$ cat src/rtl/data_mem_arbiter_pkg.sv
// Shared constants for the data-memory arbiter: controller states and port ids.
package data_mem_arbiter_pkg;

    localparam logic PORT_CPU = 1'b0;
    localparam logic PORT_AUX = 1'b1;

    typedef enum logic [2:0] {
        IDLE    = 3'd0,
        ISSUE   = 3'd1,
        WAIT_HI = 3'd2,
        WAIT_LO = 3'd3,
        DONE    = 3'd4
    } state_e;

endpackage

$ cat src/rtl/data_mem_arbiter_rr_arbiter2.sv
// Two-way round-robin pick: a lone requester wins, a tie goes to the port
// that was not served last.
module rr_arbiter2
    import data_mem_arbiter_pkg::*;
(
    input  logic req0_i,
    input  logic req1_i,
    input  logic last_i,
    output logic gnt_vld_o,
    output logic gnt_id_o
);

    assign gnt_vld_o = req0_i | req1_i;
    assign gnt_id_o  = (req0_i && req1_i) ? ((last_i == PORT_AUX) ? PORT_CPU : PORT_AUX)
                                          : (req1_i ? PORT_AUX : PORT_CPU);

endmodule

$ cat src/rtl/data_mem_arbiter.sv
// Shares one stalling data memory between the CPU port and an auxiliary
// (DMA/debug) port, one transaction at a time.
module data_mem_arbiter
    import data_mem_arbiter_pkg::*;
#(
    parameter int ADDR_W = 32,
    parameter int DATA_W = 32,
    parameter int MASK_W = 4
) (
    input  logic              clk,
    input  logic              rst,
    input  logic              p0_req,
    input  logic              p0_we,
    input  logic [ADDR_W-1:0] p0_addr,
    input  logic [DATA_W-1:0] p0_wdata,
    input  logic [MASK_W-1:0] p0_sign_mask,
    output logic              p0_ack,
    output logic [DATA_W-1:0] p0_rdata,
    input  logic              p1_req,
    input  logic              p1_we,
    input  logic [ADDR_W-1:0] p1_addr,
    input  logic [DATA_W-1:0] p1_wdata,
    input  logic [MASK_W-1:0] p1_sign_mask,
    output logic              p1_ack,
    output logic [DATA_W-1:0] p1_rdata,
    output logic [ADDR_W-1:0] mem_addr,
    output logic [DATA_W-1:0] mem_write_data,
    output logic [MASK_W-1:0] mem_sign_mask,
    output logic              mem_memread,
    output logic              mem_memwrite,
    input  logic [DATA_W-1:0] mem_read_data,
    input  logic              mem_clk_stall,
    output logic              grant_id,
    output logic              busy
);

    state_e            state_q, state_d;
    logic              gnt_q, gnt_d;
    logic              last_q, last_d;
    logic              we_q, we_d;
    logic [ADDR_W-1:0] addr_q, addr_d;
    logic [DATA_W-1:0] wdata_q, wdata_d;
    logic [MASK_W-1:0] mask_q, mask_d;
    logic [DATA_W-1:0] rd0_q, rd0_d;
    logic [DATA_W-1:0] rd1_q, rd1_d;
    logic              arb_vld, arb_id;

    rr_arbiter2 u_arb (
        .req0_i    (p0_req),
        .req1_i    (p1_req),
        .last_i    (last_q),
        .gnt_vld_o (arb_vld),
        .gnt_id_o  (arb_id)
    );

    always_ff @(posedge clk) begin
        if (rst) begin
            state_q <= IDLE;
            gnt_q   <= PORT_CPU;
            last_q  <= PORT_AUX;
            we_q    <= 1'b0;
            addr_q  <= '0;
            wdata_q <= '0;
            mask_q  <= '0;
            rd0_q   <= '0;
            rd1_q   <= '0;
        end else begin
            state_q <= state_d;
            gnt_q   <= gnt_d;
            last_q  <= last_d;
            we_q    <= we_d;
            addr_q  <= addr_d;
            wdata_q <= wdata_d;
            mask_q  <= mask_d;
            rd0_q   <= rd0_d;
            rd1_q   <= rd1_d;
        end
    end

    always_comb begin
        state_d = state_q;
        gnt_d   = gnt_q;
        last_d  = last_q;
        we_d    = we_q;
        addr_d  = addr_q;
        wdata_d = wdata_q;
        mask_d  = mask_q;
        rd0_d   = rd0_q;
        rd1_d   = rd1_q;
        case (state_q)
            IDLE: begin
                // A stalled memory may still be finishing an access abandoned by reset.
                if (!mem_clk_stall && arb_vld) begin
                    gnt_d   = arb_id;
                    state_d = ISSUE;
                    if (arb_id == PORT_AUX) begin
                        we_d    = p1_we;
                        addr_d  = p1_addr;
                        wdata_d = p1_wdata;
                        mask_d  = p1_sign_mask;
                    end else begin
                        we_d    = p0_we;
                        addr_d  = p0_addr;
                        wdata_d = p0_wdata;
                        mask_d  = p0_sign_mask;
                    end
                end
            end
            ISSUE:   state_d = WAIT_HI;
            WAIT_HI: if (mem_clk_stall) state_d = WAIT_LO;
            WAIT_LO: begin
                if (!mem_clk_stall) begin
                    if (!we_q) begin
                        if (gnt_q == PORT_AUX) rd1_d = mem_read_data;
                        else                   rd0_d = mem_read_data;
                    end
                    state_d = DONE;
                end
            end
            DONE: begin
                last_d  = gnt_q;
                state_d = IDLE;
            end
            default: state_d = IDLE;
        endcase
    end

    assign mem_addr       = addr_q;
    assign mem_write_data = wdata_q;
    assign mem_sign_mask  = mask_q;
    assign mem_memread    = (state_q == ISSUE) && !we_q;
    assign mem_memwrite   = (state_q == ISSUE) &&  we_q;
    assign p0_ack         = (state_q == DONE) && (gnt_q == PORT_CPU);
    assign p1_ack         = (state_q == DONE) && (gnt_q == PORT_AUX);
    assign p0_rdata       = rd0_q;
    assign p1_rdata       = rd1_q;
    assign grant_id       = gnt_q;
    assign busy           = (state_q != IDLE);

endmodule

$ cat config.mk
export PLATFORM = sky130hd
export DESIGN_NAME = data_mem_arbiter
export DESIGN_NICKNAME = d
export VERILOG_FILES = /design/src/rtl/data_mem_arbiter_pkg.sv /design/src/rtl/data_mem_arbiter_rr_arbiter2.sv /design/src/rtl/data_mem_arbiter.sv
export SDC_FILE = /design/constraint.sdc
export NUM_CORES = 1
export LEC_CHECK = 0
export CORE_MARGIN = 2
export CORE_UTILIZATION = 40
export CTS_BUF_LIST = sky130_fd_sc_hd__clkbuf_16
export DETAILED_ROUTE_END_ITERATION = 8
export GPL_TIMING_DRIVEN = 1
export PLACE_DENSITY_LB_ADDON = 0.12
export SLEW_MARGIN = 20
export SYNTH_ARGS = -nofsm -noshare
export SYNTH_HDL_FRONTEND = slang
export SYNTH_HIERARCHICAL = 1
export SYNTH_SLANG_ARGS = --single-unit
$ cat constraint.sdc
create_clock -name clk -period 2.37 [get_ports clk]
set_clock_uncertainty 0.05 [all_clocks]
set_input_delay 0.5925 -clock clk [delete_from_list [all_inputs] [get_ports clk]]
set_output_delay 0.5925 -clock clk [all_outputs]
set_load 0.05 [all_outputs]
# After elaboration in Yosys (flattened, before gate mapping)

Index checks and enable logic that the tools add are counted.

Add/sub/neg operators: 0
Multipliers: 0
Divide/modulo/power cells: 0
Order comparisons: 0
Equal/unequal tests: 7
Shifts and indexed selects: 0
Multiplexer cells: 11
Bitwise operators: 4
Reduce and logical (&&, ||, !) cells: 14

Operator list:

| operator           | number |
|---|---|
| $mux 32            | 2 |
| $pmux 3 s4         | 1 |
| $mux 3             | 3 |
| $reduce_and 4->1   | 2 |
| $eq 3x2->1 const B | 2 |
| $logic_and 1x1->1  | 6 |
| $ne 2x2->1 const B | 3 |
| $mux 1             | 4 |
| $mux 4             | 1 |
| $eq 3x1->1 const B | 1 |
| $eq 3x3->1 const B | 1 |
| $logic_not 3->1    | 1 |
| $not 1->1          | 3 |
| $reduce_and 3->1   | 1 |
| $reduce_bool 3->1  | 1 |
| $logic_not 1->1    | 2 |
| $reduce_and 2->1   | 1 |
| $or 1x1->1         | 1 |

Flip-flop bits (word level): 138
Bits in latches: 0
Bits in writable memories: 0
ROM bits: 0
Input port bits: 175
Output and inout port bits: 138
Memories kept: 0

# Longest topological paths before layout

Depth in word-level cells: 4
Mapped depth: 8

# Cells and area by module

The synthesis kept the hierarchy.

Modules (own cells, without submodules):

| module           | times used | cells an instance | area an instance (um2) | sequential area each (um2) |
|---|---|---|---|---|
| data_mem_arbiter | 1          | 588               | 5975.7                 | 2762.6 |
| rr_arbiter2      | 1          | 2                 | 13.8                   | 0.0 |

# Worst setup path before layout

OpenSTA, ideal clock, no wires.

Path type: register to output
Start point: register state_q[2]
End point: output mem_memwrite
Arrival time: 2.102 ns
Data required time: 1.727 ns
Slack: -0.374 ns
Cell stages (with the launch flop): 3
Cell sequence: dfxtp_1 -> buf_2 -> nor4b_1

Word-level cells in the longest chain between the ends: 2

RTL lines:

| element                  | RTL line                | RTL |
|---|---|---|
| start: declaration       | data_mem_arbiter.sv:37  | `state_e state_q, state_d;` |
| start signal: assignment | data_mem_arbiter.sv:68  | `state_q <= state_d;` |
| $eq 3x1->1               | data_mem_arbiter.sv:132 | `assign mem_memwrite = (state_q == ISSUE) && we_q;` |
| $logic_and 1x1->1        | data_mem_arbiter.sv:132 |  |
| end: declaration         | data_mem_arbiter.sv:30  | `output logic mem_memwrite,` |

Every way passes these cells.

# Worst setup path after layout

Start point: register state_q[0]
End point: output mem_memread

Word-level cells in the longest chain between the ends: 2

RTL lines:

| element           | RTL line                | RTL |
|---|---|---|
| $eq 3x1->1        | data_mem_arbiter.sv:131 | `assign mem_memread = (state_q == ISSUE) && !we_q;` |
| $logic_and 1x1->1 | data_mem_arbiter.sv:131 |  |
| end: declaration  | data_mem_arbiter.sv:29  | `output logic mem_memread,` |

Every way passes these cells.

==> reports/metrics.csv <==
stage,metric,value,unit
worst_setup_path,crit_chain,or3b_4 -> nor2_2 -> buf_12,
timing,fin_setup_tns,0,ps
synthesis,syn_inst,590,
floorplan,die_x,126,um
routing,first_pass_iters,4,
timing,rsz0062_at_grt,false,
timing,slew_headroom,0.623,
synthesis,async_reset_ff_frac,0,
clocking,cts_hold_buf,0,
synthesis,syn-cell-area,5990,um^2
timing,final-setup-viol-count,0,
synthesis,yosys.area.top_type,dfxtp_1,
grt,grt_pass1_vias,5671,
power_and_ir_drop,pwr-share-comb,0.243,
synthesis,synth.top_cells.by_area,"dfxtp_1, mux2i_1, nand2b_1",
synthesis,ys.warnings.count,6,
power_and_ir_drop,peakVddDrop,491,uV
clocking,clkSinkCount,138,
synthesis,syn_avg_cell_area,10.2,um^2
synthesis,syn-num-nets,765,
clocking,path_clk_slew,50,ps
synthesis,synthTopCellsByCount,"dfxtp_1, mux2i_1, nand2b_1",
power_and_ir_drop,power.share.sequential,0.384,
worst_setup_path,cp.required,1730,ps
worst_setup_path,crit_fanout,4,
layout,areaGrowthSynthToFinish,66.2,%
worst_setup_path,crit_path_end_kind,output port,
floorplan,core_region_area,14600,um^2
power_and_ir_drop,p_int,4.66,mW
placed_design,pre_cts_ws,68.2,ps
worst_setup_path,startpoint_type,flip-flop,
floorplan,die_area,16000,um^2
power_and_ir_drop,power_density,663,nW/um^2
layout,fin_nets,1064,
routing,wl_per_cell,17.2,um
power_and_ir_drop,netSwitchingPower,1.93,mW
grt,grt_pass1_wl,29400,um
timing,layout_setup_ws,116,ps
timing,fin_crit,2250,ps
grt,grt_antenna_before_repair,0,
clocking,cts_made_buffers,17,
placed_design,place.gp.congestion,0.836,
grt,grt_max_degree,64,
floorplan,ios,313,
grt,grt.overflow.total,0,
routing,route.vias.total,5546,
layout,multi_input_area,2990,um^2
floorplan,start_util,0.411,
placed_design,dp_hpwl,14100,um
power_and_ir_drop,cellLeakagePower,3.76,nW
clocking,h-tree-depth,4,
synthesis,ys_types,27,
routing,ant_nets,0,
routing,vias_per_cell,5.11,
worst_setup_path,arrival,1610,ps
clocking,clk_latency,410,ps
layout,drive_above_1_share,0.0733,
run_status,status,finished clean,
synthesis,yosysMostFrequentCell,dfxtp_1,
placed_design,portBuffers,312,
routing,drc_errors,0,
layout,diodes,0,
clocking,cts_tree,yes,
timing,tightestPinTransition,564,ps
synthesis,synth_edf_count,0,
synthesis,synth-seq-cells,138,
floorplan,rows,44,
clocking,cts_buffer_depth,2,
worst_setup_path,slowest_delay,440,ps
floorplan,die_y,126,um
synthesis,synth_flop_cell,dfxtp_1,
routing,drt_wl_total,18700,um
worst_setup_path,worstSetupPathType,reg -> out,
timing,period_share,0.951,
timing,hold_viol,0,
run,cap_violations,0,
power_and_ir_drop,swShare,0.293,
layout,seqCellArea,2760,um^2
synthesis,ys_seq_area_frac,0.461,
worst_hold_path,worstHoldPathType,reg -> reg,
clocking,cts-root-buf,clkbuf_16,
timing,max_freq,444,MHz
worst_setup_path,crit_slowest_cell,or3b_4,
grt,grt_usage,0.231,
timing,finalMaxSlewViolations,0,
routing,drt_iter0_drc,309,
synthesis,yosysTopAreaCellShare,0.461,
power_and_ir_drop,p_clk_frac,0.373,
layout,nFillCells,1121,
[layout by cell type, fill, tap and decap left out, types with 2 or more instances in the layout]
cell             count
nor3_4               2
nand2b_1            97
inv_1                6
clkdlybuf4s50_1    305
nor4_1               2
clkinv_1             4
nor2_1               3
clkinv_2             3
clkinvlp_4           2
dfxtp_1            138
bufinv_16            2
clkbuf_16           17
buf_12               9
a21oi_1             70
mux2i_1            133
buf_4               24
a211oi_1            69
[sequential cells by signal, indices dropped and copies added (netlist names)]
| name | flops |
|---|---|
| grant_id | 1 |
| last_q | 1 |
| mem_addr | 32 |
| mem_sign_mask | 4 |
| mem_write_data | 32 |
| p0_rdata | 32 |
| p1_rdata | 32 |
| state_q | 3 |
| we_q | 1 |
[final timing paths]
path	start	to	slack (ps)	cells after the start
setup / recovery	state_q[0]	mem_memread	120	3
hold reg to reg	p1_rdata[0]	p1_rdata[0]	420	2
setup reg to reg	state_q[0]	p1_rdata[26]	450	4
hold / removal	p1_rdata[0]	p1_rdata[0]	420	2
[through the flow]
step                      utilization  power, mW  instance area, um^2  hold WS, ps  std cells
after global placement          0.645       4.16                 9410          408       1054
after floorplan                     -       3.46                 6000          386        590
after global routing            0.682       6.85                 9950          443       1085
after detailed placement        0.645       4.18                 9410          418       1054
after CTS                       0.682       6.63                 9950          427       1085
final                           0.682       6.59                 9950          425       1085
[layout make-up]
type	instances	area share
clock inverter	14	0.0117
timing repair buffer	338	0.343
sequential	138	0.278
multi-input combinational	391	0.301
tap	184	0.0231
clock buffer	17	0.0427
inverter	3	0.00113
[power groups by stage]
stage / clock, mW / sequential (mW) / combinational, mW
4_1_cts: 2.49 / 2.53 / 1.61
3_5_place_dp: 0 / 2.57 / 1.61
3_3_place_gp: 0 / 2.57 / 1.58
2_1_floorplan: 0 / 3.00 / 0.469
5_1_grt: 2.61 / 2.55 / 1.69
6_report: 2.46 / 2.53 / 1.60
[kinds of logic (layout without fill, tap and decap cells)]
logic type | after synthesis | count (layout) | share of synthesized area
and+or+nand+nor | 115 | 115 | 0.120
AOI/OAI and AO/OA | 143 | 143 | 0.150
DFF | 138 | 138 | 0.461
muxes | 133 | 133 | 0.222
buffers and inverters | 61 | 372 | 0.0462
[repair_timing]
item,4_1_cts,5_1_grt
setup endpoints to repair,0,1
buffers inserted,0,0
resized for setup,0,1
[routing by layer]
metal / routed length [um] / track usage
met5: 0 / 0
met4: 517 / 0.0905
met3: 1290 / 0.0713
met2: 9600 / 0.412
met1: 7290 / 0.257
[critical path: cells and delay by family (launching register included)]
kind,cells,cell delay (ps)
buf+inv,1,160
simple gates,2,610
flops,1,420
(Power assumes the default switching activity.)
